<file path="config.mk">
export PLATFORM = sky130hd
export DESIGN_NAME = word_serializer_p
export DESIGN_NICKNAME = d
export VERILOG_FILES = /design/src/rtl/word_serializer_p.sv
export SDC_FILE = /design/constraint.sdc
export NUM_CORES = 1
export LEC_CHECK = 0
export BUFFER_PORTS_ARGS = -buffer_cell sky130_fd_sc_hd__buf_4
export CAP_MARGIN = 20
export CORE_MARGIN = 2
export CORE_UTILIZATION = 58
export DETAILED_ROUTE_END_ITERATION = 10
export GPL_TIMING_DRIVEN = 0
export PLACE_DENSITY = 0.84
export SLEW_MARGIN = 5
export SYNTH_ARGS = -nofsm -noshare
export SYNTH_HDL_FRONTEND = slang
export SYNTH_SLANG_ARGS = --single-unit
</file>
<file path="constraint.sdc">
create_clock -name clk_4f -period 3.6 [get_ports clk_4f]
set_input_delay 0.54 -clock clk_4f [delete_from_list [all_inputs] [get_ports clk_4f]]
set_output_delay 0.54 -clock clk_4f [all_outputs]
set_load 0.02 [all_outputs]
</file>
<file path="src/rtl/word_serializer_p.sv">
// Splits IN_W-bit words into IN_W/OUT_W slices of OUT_W bits, one slice per output beat.
// Supports either slice order, downstream backpressure, a last-slice marker and gap-free word streaming.
module word_serializer_p #(
    parameter int IN_W      = 32,
    parameter int OUT_W     = 8,
    parameter int MSB_FIRST = 1
) (
    input  logic             clk_4f,
    input  logic             reset,
    input  logic             valid_in,
    input  logic [IN_W-1:0]  Data_in,
    output logic             ready_in,
    output logic             valid_out,
    output logic [OUT_W-1:0] Data_out,
    output logic             last_out,
    input  logic             ready_out
);

    localparam int N     = IN_W / OUT_W;
    localparam int CNT_W = $clog2(N);
    localparam logic [CNT_W-1:0] LAST_CNT = CNT_W'(N - 1);

    typedef enum logic {
        S_IDLE  = 1'b0,
        S_SHIFT = 1'b1
    } state_t;

    state_t             r_state;
    state_t             w_state;
    logic [CNT_W-1:0]   r_cnt;
    logic [CNT_W-1:0]   w_cnt;
    logic [CNT_W-1:0]   w_cnt_inc;
    logic [IN_W-1:0]    r_hold;
    logic [IN_W-1:0]    w_hold;
    logic [OUT_W-1:0]   r_data;
    logic [OUT_W-1:0]   w_data;
    logic               r_last;
    logic               w_last;
    logic               w_take;

    // Slice k of a word, counted in output order.
    function automatic logic [OUT_W-1:0] slice_of(input logic [IN_W-1:0] word,
                                                  input logic [CNT_W-1:0] k);
        int shift;
        if (MSB_FIRST != 0) begin
            shift = (N - 1 - int'(k)) * OUT_W;
        end else begin
            shift = int'(k) * OUT_W;
        end
        return OUT_W'(word >> shift);
    endfunction

    // A new word fits when nothing is shown, or the last slice leaves on this edge.
    assign ready_in  = (r_state == S_IDLE) || (ready_out && (r_cnt == LAST_CNT));
    assign w_take    = valid_in && ready_in;
    assign w_cnt_inc = r_cnt + CNT_W'(1);

    assign valid_out = (r_state == S_SHIFT);
    assign Data_out  = r_data;
    assign last_out  = r_last;

    // Next-state and next-output selection for the IDLE/SHIFT control.
    always_comb begin
        w_state = r_state;
        w_cnt   = r_cnt;
        w_hold  = r_hold;
        w_data  = r_data;
        w_last  = r_last;
        case (r_state)
            S_IDLE: begin
                if (w_take) begin
                    w_state = S_SHIFT;
                    w_hold  = Data_in;
                    w_data  = slice_of(Data_in, CNT_W'(0));
                    w_cnt   = CNT_W'(0);
                    w_last  = 1'b0;
                end else begin
                    w_state = S_IDLE;
                end
            end
            S_SHIFT: begin
                if (!ready_out) begin
                    w_state = S_SHIFT;
                end else if (r_cnt != LAST_CNT) begin
                    w_cnt  = w_cnt_inc;
                    w_data = slice_of(r_hold, w_cnt_inc);
                    w_last = (w_cnt_inc == LAST_CNT);
                end else if (w_take) begin
                    // Last slice leaves and the next word loads on the same edge.
                    w_state = S_SHIFT;
                    w_hold  = Data_in;
                    w_data  = slice_of(Data_in, CNT_W'(0));
                    w_cnt   = CNT_W'(0);
                    w_last  = 1'b0;
                end else begin
                    w_state = S_IDLE;
                    w_data  = {OUT_W{1'b0}};
                    w_cnt   = CNT_W'(0);
                    w_last  = 1'b0;
                end
            end
            default: begin
                w_state = S_IDLE;
                w_data  = {OUT_W{1'b0}};
                w_cnt   = CNT_W'(0);
                w_last  = 1'b0;
            end
        endcase
    end

    // State, counter, holding word and registered outputs.
    always_ff @(posedge clk_4f) begin
        if (reset) begin
            r_state <= S_IDLE;
            r_cnt   <= CNT_W'(0);
            r_hold  <= {IN_W{1'b0}};
            r_data  <= {OUT_W{1'b0}};
            r_last  <= 1'b0;
        end else begin
            r_state <= w_state;
            r_cnt   <= w_cnt;
            r_hold  <= w_hold;
            r_data  <= w_data;
            r_last  <= w_last;
        end
    end

endmodule
</file>
==> impl_metrics.env, run 1 <==
export IMPL_status="complete, no violations"
export IMPL_worst_ep_required_time_ns=3.06
export IMPL_worst_slew_pin_slew_ns=0.580
export IMPL_crit_path_cell_trace="ha_1 -> a21boi_4 -> inv_2 -> clkbuf_8 -> buf_4"
export IMPL_period_needed_ns=2.27
export IMPL_startpoint_type="flip-flop"
export IMPL_synthXorXnorAreaFrac_pct=0
export IMPL_grt_max_degree=13
export IMPL_worstSkewPairLatency_ns=0.30
export IMPL_rsz0062_at_grt="false"
export IMPL_final_common_cell="buf_4"
export IMPL_p_leak_nw=1.05
export IMPL_yosysUniqueCellTypes=30
export IMPL_ys_warn_count=0
export IMPL_synth_top_family_by_area="compound AO/OA/AOI/OAI gates"
export IMPL_syn_nets=278
export IMPL_tns_ns=0
export IMPL_ant_nets=0
export IMPL_slew_violations=0
export IMPL_crit_path_top_delay_cell="dfxtp_1"
export IMPL_end_kind="output port"
export IMPL_worst_path_max_fanout=10
export IMPL_dp_hpwl_mm=3.93
export IMPL_ys_ff_latch=44
export IMPL_start_util_pct=59.5
export IMPL_via_per_inst=5.96
export IMPL_drive_gt1_share_pct=26.7
export IMPL_die_x_um=65.0
export IMPL_place_inst=333
export IMPL_cts_sinks=44
export IMPL_route_detailed_drc=0
export IMPL_ios=47
export IMPL_syn_cell_area_um2=2160
export IMPL_clock_root_buffer="clkbuf_8"
export IMPL_first_global_vias=1950
export IMPL_io_buffers=45
export IMPL_power_density_nw_per_um2=396
export IMPL_antenna_diode_count=0
export IMPL_cts_resized=0
export IMPL_max_slew_margin_rel_pct=61.2
export IMPL_groute_usage_overall_pct=28.1
export IMPL_muxShareOfSynthArea_pct=8.40
export IMPL_yosys_area_share_simple_pct=11.2
export IMPL_die_y_um=65.0
export IMPL_whs_ns=0.478
export IMPL_fin_nets=330
export IMPL_peakVddDrop_v=0.000271
export IMPL_numCtsBuffers=5
export IMPL_syn_inst=240
export IMPL_report_final_setup_viol=0
export IMPL_critPathKind="flip-flop to output port"
export IMPL_vias=2028
export IMPL_crit_path_max_incr_delay_ns=0.34
export IMPL_yosys_area_share_adder_pct=1.16
export IMPL_drt_first_pass_iters=4
export IMPL_max_freq_mhz=441
export IMPL_row_count=22
export IMPL_timing_final_crit_share_pct=63.0
export IMPL_synth_compound_gate_area_share_pct=30.3
export IMPL_drtIter0Drc=158
export IMPL_fin_skew_ns=0.00724
export IMPL_syn_avg_cell_area_um2=9.00
export IMPL_wire_per_inst_um=15.8
export IMPL_stdcell_count=340
export IMPL_cts_max_path_buffers=2
export IMPL_drv_cap=0
export IMPL_grt_overflow=0
export IMPL_die_area_um2=4230
export IMPL_drt_total_wl_mm=5.39
export IMPL_post_cts_buffers=0
export IMPL_hp_class="flip-flop to flip-flop"
export IMPL_htreeDepth=2
export IMPL_core_area_um2=3630
export IMPL_grt_pass1_wl_mm=9.08
export IMPL_cts_clk_slew_worst_paths_ns=0.08
export IMPL_globalplace_congestion=0.808
export IMPL_ys_seq_area_share_pct=40.8
export IMPL_grt_antenna_before_repair=0
export IMPL_area_delta_synth_final_pct=22.0
export IMPL_arrival_ns=1.73
export IMPL_hold_buffers=0
export IMPL_fillers=308
export IMPL_finalHoldViolations=0
export IMPL_cts_tree="done"
export IMPL_final_cell_mix="buf_4, dfxtp_1, o21ai_0"
## cell type report
cell class | count | area [um2] | area share, %
Multi-Input combinational cell | 171 | 1100 | 41.9
Sequential cell | 44 | 881 | 33.4
Timing Repair Buffer | 45 | 338 | 12.8
Buffer | 22 | 165 | 6.26
Clock buffer | 6 | 72.6 | 2.75
Tap cell | 48 | 60.1 | 2.28
Inverter | 3 | 11.3 | 0.427
Clock inverter | 1 | 5.00 | 0.190
## cells by family (layout without fill, tap and decap cells)
group	Yosys count	count (layout)
AO/OA/AOI/OAI	101	101
multiplexers	18	18
buffers and inverters	25	77
flip-flops	44	44
AND/OR/NAND/NOR	50	50
adder cells (fa/ha/maj)	2	2
## synthesized netlist by cell type (all sizes together)
master   count  share of area (%)
a21boi       1               0.87
a21oi       34                8.0
a221oi       8                5.3
a22o         8                3.2
a2bb2oi      1               0.41
a32oi        1               0.41
buf         16                6.1
clkbuf       6                1.5
dfxtp       44                 41
ha           2                1.2
inv          3               0.52
mux2         1               0.52
mux2i       17                7.9
nand2       10                1.7
nand2b       1               0.29
nand3       32                7.4
nor2         5                1.2
nor2b        1               0.29
o21ai       40                9.3
o21bai       8                2.8
or3          1               0.29
## worst paths after layout
kind | depth (start not counted) | to | slack, ns | start
hold / removal | 2 | r_hold[1] | 0.48 | r_hold[1]
hold reg to reg | 2 | r_hold[1] | 0.48 | r_hold[1]
setup reg to reg | 7 | Data_out[5] | 1.60 | r_cnt[0]
setup / recovery | 5 | ready_in | 1.33 | r_cnt[1]
## per-layer routing
| metal | track usage (%) | share of wire (%) |
|---|---|---|
| met5 | 0 | 0 |
| met1 | 35.6 | 44 |
| met2 | 46.1 | 46 |
| met3 | 6.42 | 6.9 |
| met4 | 11.7 | 2.5 |
## where the power goes
group | switching, W | internal, W | leakage [nW]
Clock | 0.000161 | 0.000132 | 0.0410
Sequential | 0.0000153 | 0.000516 | 0.361
Combinational | 0.000119 | 0.0000998 | 0.652
Total | 0.000295 | 0.000748 | 1.05
## registers in the layout (all words and copies together) (netlist names)
| signal | flops |
|---|---|
| r_hold | 32 |
| Data_out | 8 |
| r_cnt | 2 |
| last_out | 1 |
| valid_out | 1 |
## worst max-delay path: cells and delay by family (launching register included)
family                     cells  cell delay [ns]
AOI/OAI and AO/OA              1             0.34
DFF                            1             0.34
adders and majority gates      1             0.25
buffers and inverters          3             0.49
## through the flow
step | area, um2 | power (W) | utilization, % | setup WS, ns
after floorplan | 2160 | 0.000677 | - | 1.87
after global routing | 2640 | 0.00110 | 72.6 | 1.24
after detailed placement | 2560 | 0.000759 | 70.4 | 1.59
final | 2640 | 0.00104 | 72.6 | 1.33
after global placement | 2560 | 0.000753 | 70.4 | 1.60
after CTS | 2640 | 0.00104 | 72.6 | 1.34
Note: power is estimated with default switching activity, not from simulation.
==> inputs of run 2 (changes only) <==
- CORE_UTILIZATION: 58 -> 48
- PLACE_DENSITY: 0.84 -> 0.75
- clock period: 3.6 -> 1.8 ns (I/O delays scaled with it)
==> run 2 against run 1 <==
Against the previous run:
- design area is 2.4% higher
- worst setup slack got worse by 1.3 ns
- critical path type unchanged
- largest power group unchanged
- first-iteration DRC count fell by 16%
- clock power rose to 2.7 times the previous value
- worst hold slack worse by 0.26 ns
- final cell count is 1.8% higher
- routed wire length increased by 0.76%
- flip-flop and latch count stayed put
- clock skew about the same
==> impl_metrics.env, run 2 (synthesis gave the netlist of run 1 again) <==
export IMPL_final_cell_area_um2=2700
export IMPL_ios=47
export IMPL_grt_antenna_before_repair=0
export IMPL_whs_ns=0.217
export IMPL_antenna_diode_count=0
export IMPL_final_cell_mix="buf_4, dfxtp_1, o21ai_0"
export IMPL_slew_violations=0
export IMPL_drive_gt1_share_pct=29.3
export IMPL_hp_class="input port to flip-flop"
export IMPL_grt_pass1_wl_mm=8.93
export IMPL_grt_overflow=0
export IMPL_final_common_cell="buf_4"
export IMPL_via_per_inst=5.78
export IMPL_worst_path_max_fanout=10
export IMPL_wire_per_inst_um=15.7
export IMPL_io_buffers=45
export IMPL_vias=2001
export IMPL_worstSkewPairLatency_ns=0.30
export IMPL_die_x_um=71.1
export IMPL_finalHoldViolations=0
export IMPL_numCtsBuffers=5
export IMPL_power_w=0.00228
export IMPL_fin_util_pct=62.0
export IMPL_worst_slew_pin_slew_ns=0.502
export IMPL_start_util_pct=49.6
export IMPL_clock_root_buffer="clkbuf_8"
export IMPL_die_area_um2=5050
export IMPL_drtIter0Drc=132
export IMPL_crit_path_cell_trace="ha_2 -> a21boi_4 -> inv_2 -> clkbuf_8 -> buf_4"
export IMPL_row_count=24
export IMPL_worst_ep_required_time_ns=1.53
export IMPL_regMostFlops="r_hold"
export IMPL_critPathKind="flip-flop to output port"
export IMPL_die_y_um=71.1
export IMPL_arrival_ns=1.49
export IMPL_dp_hpwl_mm=4.00
export IMPL_crit_path_max_incr_delay_ns=0.34
export IMPL_place_area_um2=2560
export IMPL_crit_path_top_delay_cell="dfxtp_2"
export IMPL_first_global_vias=1906
export IMPL_core_area_um2=4350
export IMPL_timing_final_crit_share_pct=97.8
export IMPL_grt_max_degree=16
export IMPL_status="complete, no violations"
export IMPL_cts_tree="done"
export IMPL_startpoint_type="flip-flop"
export IMPL_area_delta_synth_final_pct=24.9
export IMPL_cts_clk_slew_worst_paths_ns=0.09
export IMPL_drt_first_pass_iters=4
export IMPL_route_detailed_drc=0
export IMPL_fin_skew_ns=0.00705
export IMPL_ant_nets=0
export IMPL_peakVddDrop_v=0.000611
export IMPL_cts_sinks=44
export IMPL_drv_cap=0
export IMPL_fillers=380
export IMPL_max_freq_mhz=568
export IMPL_report_final_setup_viol=0
export IMPL_rsz0062_at_grt="true"
export IMPL_htreeDepth=2
export IMPL_fin_nets=331
export IMPL_p_leak_nw=1.08
export IMPL_period_needed_ns=1.76
export IMPL_groute_usage_overall_pct=22.4
export IMPL_globalplace_congestion=0.813
export IMPL_drt_total_wl_mm=5.43
export IMPL_end_kind="output port"
export IMPL_max_slew_margin_rel_pct=66.5
export IMPL_cts_max_path_buffers=2
export IMPL_power_density_nw_per_um2=845
export IMPL_largest_reg_flops=32
==> run 2: final timing paths <==
check / cells past startpoint / start / end / slack [ns]
setup / recovery: 5 / r_cnt[0] / ready_in / 0.04
hold / removal: 3 / Data_in[23] / r_hold[23] / 0.22
setup reg to reg: 7 / r_cnt[0] / Data_out[2] / 0.07
hold reg to reg: 2 / r_hold[2] / r_hold[2] / 0.48
==> run 2: what timing repair did <==
item	4_1_cts	5_1_grt
pin swaps	1	0
gates resized for setup	3	1
gates cloned	0	0
setup buffers	2	0
hold buffers	0	0
endpoints found under the hold margin	0	0
endpoints found under the setup margin	9	9
==> run 2: critical path: cells and delay by family (launching register included) <==
kind / cells / cell delay (ns)
adder cells (fa/ha/maj): 1 / 0.23
flip-flops: 1 / 0.34
AO/OA/AOI/OAI: 1 / 0.19
buffers and inverters: 3 / 0.44
==> run 2: power by group <==
group | leakage, nW | internal, W | switching (W)
clock | 0.0548 | 0.000418 | 0.000359
sequential | 0.362 | 0.00103 | 0.0000314
combinational | 0.661 | 0.000203 | 0.000236
total | 1.08 | 0.00165 | 0.000626
==> run 2: layout make-up <==
class | count | area (um2) | area share [%]
Multi-Input combinational cell | 171 | 1110 | 41.2
Sequential cell | 44 | 882 | 32.7
Timing Repair Buffer | 47 | 353 | 13.1
Buffer | 21 | 161 | 5.98
Clock buffer | 5 | 68.8 | 2.55
Tap cell | 52 | 65.1 | 2.41
Clock inverter | 3 | 46.3 | 1.72
Inverter | 3 | 11.3 | 0.417
==> run 2: per-stage QoR <==
step	cells	setup slack [ns]	setup TNS, ns
2_1_floorplan	240	0.0689	0
3_3_place_gp	337	-0.119	-0.830
3_5_place_dp	337	-0.165	-1.02
4_1_cts	346	0.0426	0
5_1_grt	346	-0.0389	-0.0676
6_report	346	0.0392	0
==> run 2: routing by layer <==
| layer | GRT usage, % | vias to the layer above | wire [um] |
|---|---|---|---|
| li1 | - | 990 | - |
| met1 | 29.7 | 940 | 2410 |
| met2 | 37.0 | 63 | 2570 |
| met3 | 3.85 | 8 | 357 |
| met4 | 7.34 | 0 | 95 |
| met5 | 0 | - | 0 |
==> inputs of run 3 (changes only) <==
- PLACE_DENSITY: 0.75 -> 0.77
==> run 3 against run 2 <==
Against the previous run:
- via count shrank 0.80%
- worst setup slack gained 0.015 ns
- clock-buffer cell count grew 2
- first-iteration DRC count shrank 30%
- die area is the same
- clock skew grew 0.00085 ns
- global-route usage grew 0.67 points
- power shrank 5.2%
- register-to-register slack is essentially flat
- clock power shrank 16%
- critical path type unchanged
- critical endpoint unchanged
- highest routed layer unchanged
==> impl_metrics.env, run 3 (synthesis gave the netlist of run 1 again) <==
export IMPL_worst_path_max_fanout=10
export IMPL_drv_cap=0
export IMPL_hold_buffers=0
export IMPL_startpoint_type="flip-flop"
export IMPL_critPathKind="flip-flop to output port"
export IMPL_fin_skew_ns=0.00790
export IMPL_clock_root_buffer="clkbuf_8"
export IMPL_start_util_pct=49.6
export IMPL_row_count=24
export IMPL_peakVddDrop_v=0.000446
export IMPL_fin_nets=331
export IMPL_dp_hpwl_mm=4.16
export IMPL_io_buffers=45
export IMPL_core_area_um2=4350
export IMPL_report_final_setup_viol=0
export IMPL_final_common_cell="buf_4"
export IMPL_tns_ns=0
export IMPL_whs_ns=0.223
export IMPL_finalHoldViolations=0
export IMPL_globalplace_congestion=0.812
export IMPL_groute_usage_overall_pct=23.0
export IMPL_period_needed_ns=1.75
export IMPL_grt_pass1_wl_mm=9.11
export IMPL_worstSkewPairLatency_ns=0.30
export IMPL_max_slew_margin_rel_pct=62.9
export IMPL_drtIter0Drc=93
export IMPL_first_global_vias=1934
export IMPL_p_leak_nw=1.08
export IMPL_fillers=387
export IMPL_vias=1985
export IMPL_largest_reg_flops=32
export IMPL_end_kind="output port"
export IMPL_ant_nets=0
export IMPL_slew_violations=0
export IMPL_power_density_nw_per_um2=800
export IMPL_via_per_inst=5.74
export IMPL_cts_tree="done"
export IMPL_drt_first_pass_iters=4
export IMPL_cts_clk_slew_worst_paths_ns=0.08
export IMPL_antenna_diode_count=0
export IMPL_cts_sinks=44
export IMPL_regMostFlops="r_hold"
export IMPL_grt_antenna_before_repair=0
export IMPL_timing_final_crit_share_pct=97.0
export IMPL_final_cell_mix="buf_4, dfxtp_1, o21ai_0"
export IMPL_cts_max_path_buffers=2
export IMPL_grt_overflow=0
export IMPL_die_x_um=71.1
export IMPL_area_delta_synth_final_pct=25.0
export IMPL_hp_class="input port to flip-flop"
export IMPL_numCtsBuffers=5
export IMPL_worst_ep_required_time_ns=1.53
export IMPL_route_detailed_drc=0
export IMPL_die_area_um2=5050
export IMPL_drt_total_wl_mm=5.65
export IMPL_ios=47
export IMPL_max_freq_mhz=573
export IMPL_arrival_ns=1.48
export IMPL_wire_per_inst_um=16.3
export IMPL_grt_max_degree=14
export IMPL_power_w=0.00216
export IMPL_die_y_um=71.1
export IMPL_drive_gt1_share_pct=29.3
export IMPL_htreeDepth=2
export IMPL_worst_slew_pin_slew_ns=0.556
export IMPL_status="complete, no violations"
==> run 3: worst max-delay path, cell delays in order, from the launching register on <==
cell	delay, ns
dfxtp_2	0.35
ha_4	0.19
a21boi_4	0.23
inv_4	0.08
clkbuf_8	0.17
buf_4	0.16
==> run 3: final timing paths <==
check	cells past startpoint	start	endpoint	slack, ns
worst max-delay path	5	r_cnt[1]	ready_in	0.05
worst min-delay path	3	Data_in[10]	r_hold[10]	0.22
worst max register to register	7	r_cnt[0]	Data_out[4]	0.07
worst min register to register	2	r_hold[25]	r_hold[25]	0.48
==> run 3: power breakdown <==
part | internal [W] | switching [W]
registers | 0.00103 | 0.0000316
clock network | 0.000312 | 0.000340
logic | 0.000205 | 0.000241
total | 0.00155 | 0.000613
==> run 3: layer usage <==
layer / global-route usage (%) / up-vias / wire (um)
met5: 0 / - / 0
met4: 9.22 / 0 / 106
met3: 2.99 / 9 / 291
met2: 37.3 / 58 / 2670
met1: 31.2 / 933 / 2580
li1: - / 985 / -
==> run 3: layout make-up <==
class                           count  area, um2  area share (%)
Buffer                             21        161            5.97
Clock buffer                        7       86.3            3.20
Clock inverter                      1       7.51           0.278
Inverter                            3       13.8           0.509
Multi-Input combinational cell    171       1130            41.9
Sequential cell                    44        883            32.7
Tap cell                           52       65.1            2.41
Timing Repair Buffer               47        353            13.1
==> run 3: through the flow <==
stage | std cells | worst slack, ns | cell area, um2 | util (%)
detailed placement | 337 | -0.155 | 2560 | 58.9
global route | 346 | -0.000753 | 2700 | 62.0
global placement | 337 | -0.135 | 2560 | 58.9
CTS | 346 | 0.0419 | 2680 | 61.5
finish | 346 | 0.0545 | 2700 | 62.0
floorplan | 240 | 0.0689 | 2160 | -
==> run 3: timing repair <==
item                                    in CTS  in global routing
buffers inserted                             2                  0
resized for setup                            3                  6
gates cloned                                 0                  0
hold endpoints to repair                     0                  0
endpoints found under the setup margin       9                  9
pin swaps                                    1                  1
